<file path="config.mk">
export PLATFORM = sky130hd
export DESIGN_NAME = hawk_axi_rd_arb
export DESIGN_NICKNAME = d
export VERILOG_FILES = /design/src/rtl/hawk_axi_rd_arb.sv
export SDC_FILE = /design/constraint.sdc
export NUM_CORES = 1
export LEC_CHECK = 0
export BUFFER_PORTS_ARGS = -buffer_cell sky130_fd_sc_hd__buf_4
export CORE_AREA = 2 2 409 411
export DETAILED_ROUTE_END_ITERATION = 8
export DIE_AREA = 0 0 411 413
export RECOVER_POWER = 100
export SLEW_MARGIN = 30
export SYNTH_ARGS = -nofsm -noshare
export SYNTH_HDL_FRONTEND = slang
export SYNTH_SLANG_ARGS = --single-unit
</file>
<file path="constraint.sdc">
create_clock -name clk -period 1.9 [get_ports clk]
set_input_delay 0.38 -clock clk [delete_from_list [all_inputs] [get_ports clk]]
set_output_delay 0.38 -clock clk [all_outputs]
set_load 0.01 [all_outputs]
</file>
<file path="src/rtl/hawk_axi_rd_arb.sv">
// rtl/hawk_axi_rd_arb.sv - two-requester AXI read arbiter, one burst outstanding
//
// Purpose: round-robin arbitration of two AXI read requesters (m0, m1) onto a
// single memory-side read port. One burst is in flight at a time: the winning
// AR is captured, replayed on s_ar*, and the R beats are steered back to the
// granted requester until s_rlast.
//
// Ports:
//   clk, rst_n            clock, synchronous active-low reset
//   m0_ar*/m1_ar*         requester AR channels (arready only in IDLE)
//   m0_r*/m1_r*           requester R channels (only the granted one sees rvalid/rlast)
//   s_ar*                 memory-side AR channel (captured request)
//   s_r*                  memory-side R channel
//   busy                  high whenever not IDLE
//   len_err               sticky beat-count/rlast mismatch flag

`ifndef HACD_MC_AXI4_DATA_WIDTH
`define HACD_MC_AXI4_DATA_WIDTH 256
`endif

module hawk_axi_rd_arb #(
    parameter int ADDR_W = 64,
    parameter int ID_W   = 6,
    parameter int DATA_W = `HACD_MC_AXI4_DATA_WIDTH
) (
    input  logic              clk,
    input  logic              rst_n,
    input  logic              m0_arvalid,
    output logic              m0_arready,
    input  logic [ADDR_W-1:0] m0_araddr,
    input  logic [ID_W-1:0]   m0_arid,
    input  logic [7:0]        m0_arlen,
    output logic              m0_rvalid,
    input  logic              m0_rready,
    output logic [DATA_W-1:0] m0_rdata,
    output logic [1:0]        m0_rresp,
    output logic [ID_W-1:0]   m0_rid,
    output logic              m0_rlast,
    input  logic              m1_arvalid,
    output logic              m1_arready,
    input  logic [ADDR_W-1:0] m1_araddr,
    input  logic [ID_W-1:0]   m1_arid,
    input  logic [7:0]        m1_arlen,
    output logic              m1_rvalid,
    input  logic              m1_rready,
    output logic [DATA_W-1:0] m1_rdata,
    output logic [1:0]        m1_rresp,
    output logic [ID_W-1:0]   m1_rid,
    output logic              m1_rlast,
    output logic              s_arvalid,
    input  logic              s_arready,
    output logic [ADDR_W-1:0] s_araddr,
    output logic [ID_W-1:0]   s_arid,
    output logic [7:0]        s_arlen,
    input  logic              s_rvalid,
    output logic              s_rready,
    input  logic [DATA_W-1:0] s_rdata,
    input  logic [1:0]        s_rresp,
    input  logic [ID_W-1:0]   s_rid,
    input  logic              s_rlast,
    output logic              busy,
    output logic              len_err
);

    typedef enum logic [1:0] {
        S_IDLE = 2'd0,
        S_ADDR = 2'd1,
        S_DATA = 2'd2
    } state_t;

    state_t              r_state;
    state_t              w_next;
    logic                r_last_grant;
    logic                r_grant;
    logic [ADDR_W-1:0]   r_addr;
    logic [ID_W-1:0]     r_id;
    logic [7:0]          r_len;
    logic [8:0]          r_cnt;
    logic                r_len_err;

    logic                w_idle;
    logic                w_addr_ph;
    logic                w_data_ph;
    logic                w_win;
    logic                w_accept;
    logic                w_rd_hs;
    logic [8:0]          w_beat;
    logic [8:0]          w_exp_beats;
    logic                w_len_bad;

    // Phase decodes are qualified with rst_n so every output is quiet while
    // reset is held, even in the cycle before the state register clears.
    assign w_idle    = rst_n && (r_state == S_IDLE);
    assign w_addr_ph = rst_n && (r_state == S_ADDR);
    assign w_data_ph = rst_n && (r_state == S_DATA);

    // Tie goes to the requester that did not win last time.
    assign w_win    = (m0_arvalid && m1_arvalid) ? ~r_last_grant : m1_arvalid;
    assign w_accept = w_idle && (m0_arvalid || m1_arvalid);

    assign m0_arready = w_accept && !w_win;
    assign m1_arready = w_accept &&  w_win;

    assign s_arvalid = w_addr_ph;
    assign s_araddr  = r_addr;
    assign s_arid    = r_id;
    assign s_arlen   = r_len;

    assign s_rready = w_data_ph && (r_grant ? m1_rready : m0_rready);
    assign w_rd_hs  = s_rvalid && s_rready;

    assign m0_rvalid = w_data_ph && !r_grant && s_rvalid;
    assign m0_rlast  = w_data_ph && !r_grant && s_rlast;
    assign m1_rvalid = w_data_ph &&  r_grant && s_rvalid;
    assign m1_rlast  = w_data_ph &&  r_grant && s_rlast;
    assign m0_rdata  = s_rdata;
    assign m0_rresp  = s_rresp;
    assign m0_rid    = s_rid;
    assign m1_rdata  = s_rdata;
    assign m1_rresp  = s_rresp;
    assign m1_rid    = s_rid;

    assign busy    = rst_n && (r_state != S_IDLE);
    assign len_err = rst_n && r_len_err;

    // 9-bit arithmetic so arlen=255 expects 256 beats without wrapping.
    assign w_beat      = r_cnt + 9'd1;
    assign w_exp_beats = {1'b0, r_len} + 9'd1;
    // rlast early/late, or the expected final beat arrives without rlast.
    assign w_len_bad   = s_rlast ? (w_beat != w_exp_beats) : (w_beat == w_exp_beats);

    always_comb begin
        w_next = r_state;
        case (r_state)
            S_IDLE: if (w_accept) w_next = S_ADDR;
            S_ADDR: if (s_arready) w_next = S_DATA;
            S_DATA: if (w_rd_hs && s_rlast) w_next = S_IDLE;
            default: w_next = S_IDLE;
        endcase
    end

    always_ff @(posedge clk) begin
        if (!rst_n) begin
            r_state <= S_IDLE;
        end else begin
            r_state <= w_next;
        end
    end

    always_ff @(posedge clk) begin
        if (!rst_n) begin
            r_last_grant <= 1'b1;
            r_grant      <= 1'b0;
            r_addr       <= '0;
            r_id         <= '0;
            r_len        <= '0;
            r_cnt        <= '0;
            r_len_err    <= 1'b0;
        end else begin
            if (w_accept) begin
                r_grant <= w_win;
                r_addr  <= w_win ? m1_araddr : m0_araddr;
                r_id    <= w_win ? m1_arid   : m0_arid;
                r_len   <= w_win ? m1_arlen  : m0_arlen;
            end
            if (w_addr_ph && s_arready) begin
                r_cnt <= '0;
            end
            if (w_data_ph && w_rd_hs) begin
                r_cnt <= w_beat;
                if (w_len_bad) begin
                    r_len_err <= 1'b1;
                end
                if (s_rlast) begin
                    r_last_grant <= r_grant;
                end
            end
        end
    end

endmodule

</file>
=== Word-level counts from Yosys, hierarchy flattened ===
Index checks and enable logic that the tools add are counted.

* Memory bits (writable): 0
* Input port bits: 429
* Memory bits (read-only): 0
* Memories: 0
* Logic and storage cells: 59
* Bits in latches: 0
* Register bits: 92

* Reductions and logical operators: 29
* Div/mod/pow operators: 0
* $lt $le $gt $ge: 0
* Shift-type cells: 0
* Bitwise gates (word level): 1
* Multipliers: 0
* Muxes and demuxes: 12
* $add $sub $neg: 2
* Equality and inequality tests: 7

{| class="wikitable"
|+ Operators by type and width
! kind !! count
|-
| $mux W64 || 1
|-
| $logic_and A1 B1 Y1 || 20
|-
| $mux W9 || 2
|-
| $add A8 B1 Y9 const B || 1
|-
| $add A9 B1 Y9 const B || 1
|-
| $eq A9 B9 Y1 || 1
|-
| $ne A9 B9 Y1 || 1
|-
| $mux W8 || 1
|-
| $mux W2 || 3
|-
| $mux W6 || 1
|-
| $pmux W2 S3 || 1
|-
| $ne A2 B2 Y1 const B || 2
|-
| $reduce_and A2 Y1 || 2
|-
| $reduce_bool A2 Y1 || 2
|-
| $mux W1 || 3
|-
| $reduce_and A3 Y1 || 1
|-
| $eq A2 B1 Y1 const B || 1
|-
| $eq A2 B2 Y1 const B || 1
|-
| $logic_not A1 Y1 || 2
|-
| $logic_not A2 Y1 || 1
|-
| $ne A2 B1 Y1 const B || 1
|-
| $logic_or A1 B1 Y1 || 1
|-
| $not A1 Y1 || 1
|}

=== Logic depth before layout (Yosys ltp) ===
Gate-level depths: netlist of the first run.

* Word-level depth: 7
* Depth in mapped cells: 9
* Gate-level depth less buffers: 7

=== Least setup slack after synthesis of the first run ===
OpenSTA, ideal clock, no wires.

* Path type: register to register
* From: reg r_cnt[0]
* To: reg r_len_err
* Arrival time: 1.924 ns
* Stages on the path, launching flop included: 8
* Buffers on the path: 0
* Path slack: -0.151 ns
* Data required time: 1.773 ns
* Path through: dfxtp_1 -> ha_1 -> inv_1 -> or3_1 -> a22oi_1 -> o2111ai_2 -> mux2i_1 -> or3_1

* Cells in the longest elaborated chain, start to end: 4
* Elaborated cells between the ends (all ways): 5

{| class="wikitable"
|+ RTL lines
! item !! line !! text
|-
| start, declared || 78 || <nowiki>logic [8:0] r_cnt;</nowiki>
|-
| start signal, assigned || 170 || <nowiki>r_cnt <= w_beat;</nowiki>
|-
| $add A9 B1 Y9 (*) || 127 || <nowiki>assign w_beat = r_cnt + 9'd1;</nowiki>
|-
| $eq A9 B9 Y1 or $ne A9 B9 Y1 (tied branches) || 130 || <nowiki>assign w_len_bad = s_rlast ? (w_beat != w_exp_beats) : (w_beat == w_exp_beats);</nowiki>
|-
| $mux W1 (*) || 130 ||
|-
| $reduce_and A2 Y1 (no line) (*) || -- ||
|-
| end signal, assigned || 158 || <nowiki>r_len_err <= 1'b0;</nowiki>
|-
| end signal, assigned || 172 || <nowiki>r_len_err <= 1'b1;</nowiki>
|-
| end, declared || 79 || <nowiki>logic r_len_err;</nowiki>
|}

Mark *: on every way between the ends. The rest lies on a longest branch, timed or not.
A chain may end at the register's enable or synchronous reset.

=== Final worst setup path of the first run ===
* From: reg r_len[0] (netlist: s_arlen[0])
* To: reg r_len_err

* Cells in the longest elaborated chain, start to end: 4
* Elaborated cells between the ends (all ways): 5

{| class="wikitable"
|+ RTL lines
! item !! line !! text
|-
| start, declared || 77 || <nowiki>logic [7:0] r_len;</nowiki>
|-
| start signal, assigned || 164 || <nowiki>r_len <= w_win ? m1_arlen : m0_arlen;</nowiki>
|-
| $add A8 B1 Y9 (*) || 128 || <nowiki>assign w_exp_beats = {1'b0, r_len} + 9'd1;</nowiki>
|-
| $eq A9 B9 Y1 or $ne A9 B9 Y1 (tied branches) || 130 ||
|-
| $mux W1 (*) || 130 ||
|-
| $reduce_and A2 Y1 (no line) (*) || -- ||
|}

Marked as above.

==> results of run 1 <==
==> where the power goes <==
| group | leakage, nW | total (mW) | internal (mW) | switching (mW) |
|---|---|---|---|---|
| Sequential | 0.766 | 2.20 | 2.09 | 0.113 |
| Combinational | 2.96 | 1.31 | 0.650 | 0.655 |
| Clock | 0.145 | 1.90 | 0.932 | 0.971 |
==> cells in the mapped netlist, types with 5 or more instances <==
cell type / count
nand2_1: 85
nor2_1: 7
and2_1: 5
o21ai_0: 10
o211a_1: 79
or3_1: 7
buf_4: 530
a21oi_1: 9
nand3_1: 10
clkbuf_1: 27
dfxtp_1: 92
nor2b_1: 9
xnor2_1: 6
buf_2: 8
mux2i_1: 79
==> sequential cells by signal (all words and copies together) (netlist names) <==
name	count
r_state	2
s_araddr	64
s_arlen	8
r_len_err	1
r_last_grant	1
r_grant	1
s_arid	6
r_cnt	9
==> routing by layer <==
layer | vias to the layer above | part of all wire | global-route usage
met2 | 1026 | 0.51 | 0.1688
met1 | 2492 | 0.16 | 0.04055
met3 | 96 | 0.29 | 0.1242
met4 | 16 | 0.039 | 0.03657
met5 | - | 0.0088 | 0.02940
li1 | 2342 | - | -
==> metrics by stage <==
step | setup TNS [ns] | area (um^2) | util
global route | -0.1705 | 9877 | 0.05953
floorplan | 0 | 8673 | -
CTS | 0 | 10110 | 0.06096
finish | 0 | 9877 | 0.05953
global placement | -0.05492 | 9768 | 0.05888
detailed placement | -0.07662 | 9768 | 0.05888
==> what timing repair did <==
item / CTS / global route
endpoints found under the setup margin: 7 / 3
endpoints found under the hold margin: 0 / 0
gates resized for setup: 16 / 14
pin swaps: 5 / 10
==> cell type report <==
type,instances,area share
Tap cell,2204,0.2792
Timing Repair Buffer,317,0.2190
Antenna cell,1,0.0002534
Inverter,3,0.001140
Sequential cell,92,0.1895
Clock buffer,9,0.02280
Multi-Input combinational cell,350,0.2800
Clock inverter,7,0.008107
==> cells by family after synthesis <==
logic type      after synthesis  share of synthesized area
compound gates              115                     0.1182
xor+xnor                     11                    0.01593
fa+ha+maj                     2                   0.002896
buf+inv                     571                     0.4796
flops                        92                     0.2132
mux                          80                    0.09284
simple gates                142                    0.07735
==> worst reg2reg max path: cells and delay by family, from the launching register on <==
family / cells / cell delay, ns
AND/OR/NAND/NOR: 3 / 0.78
flip-flops: 1 / 0.37
AO/OA/AOI/OAI: 2 / 0.36
adder cells (fa/ha/maj): 1 / 0.14
multiplexers: 1 / 0.13
==> how the worst max path moves through the flow <==
stage,from,to,slack (ns)
floorplan,s_arlen[2],r_len_err,0.001
global placement,m0_arvalid,s_araddr[52],-0.04
detailed placement,s_arlen[1],r_len_err,-0.05
CTS,s_arlen[1],r_len_err,0.002
global route,s_arlen[2],r_len_err,-0.05
finish,s_arlen[0],r_len_err,0.02
==> flow_summary_export.csv, run 1 <==
group,metric,value,unit
outcome,status,"complete, no violations",
worst_setup_path,reg2reg_depth,7,
grt,grt_pass1_wl,95550,um
yosys,synth.net_count,1444,
hold_path,worstHoldEndpoint,"r_state[1]",
sta,fin_hold_ws,0.3060,ns
route,wire_per_inst,27.80,um
worst_setup_path,crit_slowest_cell,"or3_4",
hold_path,min-delay-path-class,"in2reg",
worst_setup_path,cpLargestDelayFamily,"simple AND/OR/NAND/NOR gates",
worst_setup_path,critPathRequiredTime,2.18,ns
die,die_width,411,um
layout,final_cell_mix,"236 x buf_4, 83 x nand2_1, 79 x mux2i_1",
power,total_power,5.413,mW
yosys,yosysWarningCount,0,
worst_setup_path,startpoint_type,"register",
route,routed_wl,82920,um
sta,period_share,0.9893,
grt,grt_use_total,0.09325,
worst_setup_path,critPathKind,"reg2reg",
yosys,syn_area_per_cell,8.527,um^2
clock_tree,root_buffer,"clkbuf_16",
clock_tree,clk_pin_slew,0.09,ns
power,cellPowerDensity,548.1,nW/um^2
clock_tree,cts_setup_buffers,0,
worst_setup_path,cp_max_fo,3,
worst_setup_path,reg2reg_slack,0.02,ns
placement,dp_cells,2967,
yosys,synth.top_cell.area_share,0.4606,
layout,layout-drive-gt1-share,0.3792,
layout,area_growth,14.34,%
worst_setup_path,cp_slowest_stage_delay,0.39,ns
sta,slew_viol_final,0,
yosys,ys.flop_type,"dfxtp_1",
clock_tree,htree_levels,3,
yosys,async_flop_share,0,
grt,antenna_found_initial,4,
die,start_util,0.05207,
sta,rsz0062_at_grt,"true",
hold_path,whs_path_depth,3,
yosys,synthCells,1013,
die,dieArea,169700,um^2
sta,finalHoldViolations,0,
layout,layout_commonest_cell,"buf_4",
yosys,synth_edf_count,0,
grt,overflow,0,
clock_tree,clock-sinks,92,
yosys,synth.cell_area,8638,um^2
route,vias,5972,
sta,slew_headroom,0.5971,
yosys,synth.distinct_cells,41,
flow_run,maxCapViolCount,0,
power,ir_drop,0.0009643,V
yosys,yosys-top-cells-area,"buf_4 46%, dfxtp_1 21%, mux2i_1 9.2%",
worst_setup_path,timing.rr.start,"s_arlen[0]",
worst_setup_path,endpoint_kind,"register",
layout,regArea,1872,um^2
route,initialDrtViolationCount,231,
worst_setup_path,arrival,2.16,ns
sta,setup_viol,0,
placement,placement.io_buffers,252,
die,rows,150,
placement,pre_cts_ws,-0.04625,ns
clock_tree,clk_latency,0.40,ns
die,dieHeight,413,um
hold_path,min_from,"s_arready",
sta,max_freq,532.0,MHz
power,p_leak,3.875,nW
die,core,165900,um^2
grt,grt_max_degree,63,
grt,grt_pass1_vias,6225,
sta,finalClockSkew,0.02057,ns
clock_tree,tritoncts,"done",
route,ant_nets,0,
layout,fin_nets,1204,
layout,fin_cells,2983,
worst_setup_path,reg2reg_to,"r_len_err",
worst_setup_path,crit_cells,7,
clock_tree,cts_hold_buf,0,
route,vias_per_cell,2.002,
clock_tree,clockBufferDepth,2,
placement,place.gp.congestion,0.8154,
route,dr.pass1.iters,4,
die,io_pins,1045,
placement,hpwl,76240,um
sta,fin_ws,0.02034,ns
yosys,synth-seq-area-share,0.2132,
worst_setup_path,timing.critical_path.buf_inv,0,
route,drc,0,
layout,n_fill_cell,19670,
yosys,ys_seq_elements,92,
yosys,yosysTopAreaCell,"buf_4",
sta,worst_slew_pin_slew,0.6044,ns
worst_setup_path,crit_chain,"ha_4 > nand2_2 > or3_4 > a22oi_2 > o2111ai_4 > mux2i_1 > or3_1",
layout,multi_input_area,2765,um^2
clock_tree,numCtsBuffers,9,
sta,period_needed,1.880,ns
No activity file was read; power rests on OpenSTA's default activity.
==> run 2, diff against run 1 <==
- CELL_PAD_IN_SITES_DETAIL_PLACEMENT: not set -> 1
- CELL_PAD_IN_SITES_GLOBAL_PLACEMENT: not set -> 2
- CORE_AREA: 2 2 409 411 -> 2 2 402 404
- DIE_AREA: 0 0 411 413 -> 0 0 404 406
- PLACE_DENSITY_LB_ADDON: not set -> 0.1
- REMOVE_ABC_BUFFERS: not set -> 1
==> flow_summary_export.csv, run 2 (synthesized netlist as in run 1, its figures left out) <==
group,metric,value,unit
route,dr.pass1.iters,5,
placement,place.gp.congestion,0.8562,
die,dieHeight,406,um
worst_setup_path,startpoint_type,"register",
layout,largest_reg_flops,64,
clock_tree,clk_latency,0.45,ns
clock_tree,clockBufferDepth,2,
grt,overflow,0,
layout,area_growth,17.90,%
placement,dp_cells,2876,
sta,worst_slew_pin_slew,0.5128,ns
worst_setup_path,cp_max_fo,4,
layout,n_fill_cell,18950,
worst_setup_path,arrival,2.33,ns
sta,period_needed,1.999,ns
sta,fin_ws,-0.09863,ns
route,vias,7636,
grt,grt_pass1_wl,229700,um
power,switching_share,0.3533,
grt,grt_max_degree,64,
grt,grt_use_total,0.2523,
route,ant_nets,0,
power,p_int,3.903,mW
grt,grt_pass1_vias,6850,
route,drc,0,
route,wire_per_inst,73.27,um
sta,finalClockSkew,0.01628,ns
power,p_leak,4.113,nW
die,core,159600,um^2
clock_tree,cts_hold_buf,0,
sta,fin_setup_tns,-0.1437,ns
layout,fin_cells,2902,
route,vias_per_cell,2.631,
layout,regArea,1871,um^2
route,initialDrtViolationCount,736,
die,io_pins,1045,
outcome,violations,"negative setup slack",
layout,fin_nets,1241,
clock_tree,root_buffer,"clkbuf_16",
placement,placement.io_buffers,252,
placement,hpwl,192300,um
hold_path,min-delay-path-class,"in2reg",
sta,rsz0062_at_grt,"true",
sta,finalHoldViolations,0,
die,dieArea,164000,um^2
sta,max_freq,500.3,MHz
power,p_sw,2.132,mW
worst_setup_path,endpoint_kind,"register",
clock_tree,clk_pin_slew,0.09,ns
power,seq_power_share,0.366,
outcome,status,"finished with violations",
route,routed_wl,212600,um
sta,period_share,1.052,
grt,antenna_found_initial,10,
die,start_util,0.05411,
power,cellPowerDensity,592.6,nW/um^2
clock_tree,numCtsBuffers,9,
layout,multi_input_area,2828,um^2
clock_tree,tritoncts,"done",
layout,layout_commonest_cell,"buf_4",
flow_run,maxCapViolCount,0,
die,die_width,404,um
clock_tree,clock-sinks,92,
sta,slew_headroom,0.6596,
worst_setup_path,critPathKind,"reg2reg",
clock_tree,htree_levels,3,
sta,slew_viol_final,0,
power,ir_drop,0.0003238,V
die,rows,147,
power,combPwrFrac,0.261,
layout,final_cell_mix,"265 x buf_4, 85 x nand2_1, 78 x o211a_1",
power,pwr-share-clk,0.374,
worst_setup_path,critPathRequiredTime,2.23,ns
sta,setup_viol,3,
layout,layout-drive-gt1-share,0.4282,
run 2: area by class of cell:
| class | count | area share |
|---|---|---|
| Tap cell | 2086 | 0.2563 |
| Timing Repair Buffer | 354 | 0.2510 |
| Antenna cell | 1 | 0.0002457 |
| Sequential cell | 92 | 0.1837 |
| Inverter | 3 | 0.001106 |
| Clock buffer | 9 | 0.02211 |
| Multi-Input combinational cell | 350 | 0.2776 |
| Clock inverter | 7 | 0.007985 |
run 2: repair_timing:
item,in CTS,in global routing
pin swaps,5,4
endpoints found under the hold margin,0,0
resized for setup,42,25
setup endpoints to repair,8,20
buffers inserted,8,1
run 2: per-stage QoR:
| step | utilization | setup WS [ns] | cell area [um^2] | total power [mW] | hold WS, ns |
|---|---|---|---|---|---|
| 2_1_floorplan | - | -7.755 | 4507 | 2.850 | 0.4318 |
| 3_3_place_gp | 0.06162 | -0.4629 | 9838 | 3.940 | 0.4852 |
| 4_1_cts | 0.06484 | -0.1353 | 10350 | 6.447 | 0.1834 |
| 3_5_place_dp | 0.06162 | -0.4764 | 9838 | 3.932 | 0.4884 |
| 6_report | 0.06380 | -0.09863 | 10180 | 6.035 | 0.2643 |
| 5_1_grt | 0.06378 | -0.1991 | 10180 | 6.491 | 0.2331 |
run 2: path summary, 6_finish.rpt:
| check | from | cells after the start | slack [ns] | end |
|---|---|---|---|---|
| setup / recovery | r_cnt[0] | 8 | -0.1 | r_len_err |
| hold / removal | s_arready | 3 | 0.26 | r_state[1] |
| setup reg to reg | r_cnt[0] | 8 | -0.1 | r_len_err |
| hold reg to reg | r_last_grant | 2 | 0.49 | r_last_grant |
run 2: power groups by stage:
stage | clock network, mW | registers (mW) | logic [mW]
after global routing | 2.53 | 2.23 | 1.73
after floorplan | 0 | 2.30 | 0.546
after global placement | 0 | 2.25 | 1.69
final | 2.26 | 2.21 | 1.57
after detailed placement | 0 | 2.26 | 1.68
after CTS | 2.49 | 2.22 | 1.73
run 2: per-layer routing:
layer / wire, um / global-route usage / share of wire
met3: 57220 / 0.3263 / 0.27
met4: 21540 / 0.2087 / 0.10
met1: 35680 / 0.1157 / 0.17
met2: 94550 / 0.3964 / 0.44
met5: 3641 / 0.1683 / 0.017
run 2: critical path: stages (launching register included):
cell	delay, ns
dfxtp_2	0.34
ha_4	0.17
nand3_1	0.13
xnor3_1	0.42
nor4b_4	0.15
buf_4	0.15
o211ai_1	0.07
mux2i_1	0.09
or3_1	0.37
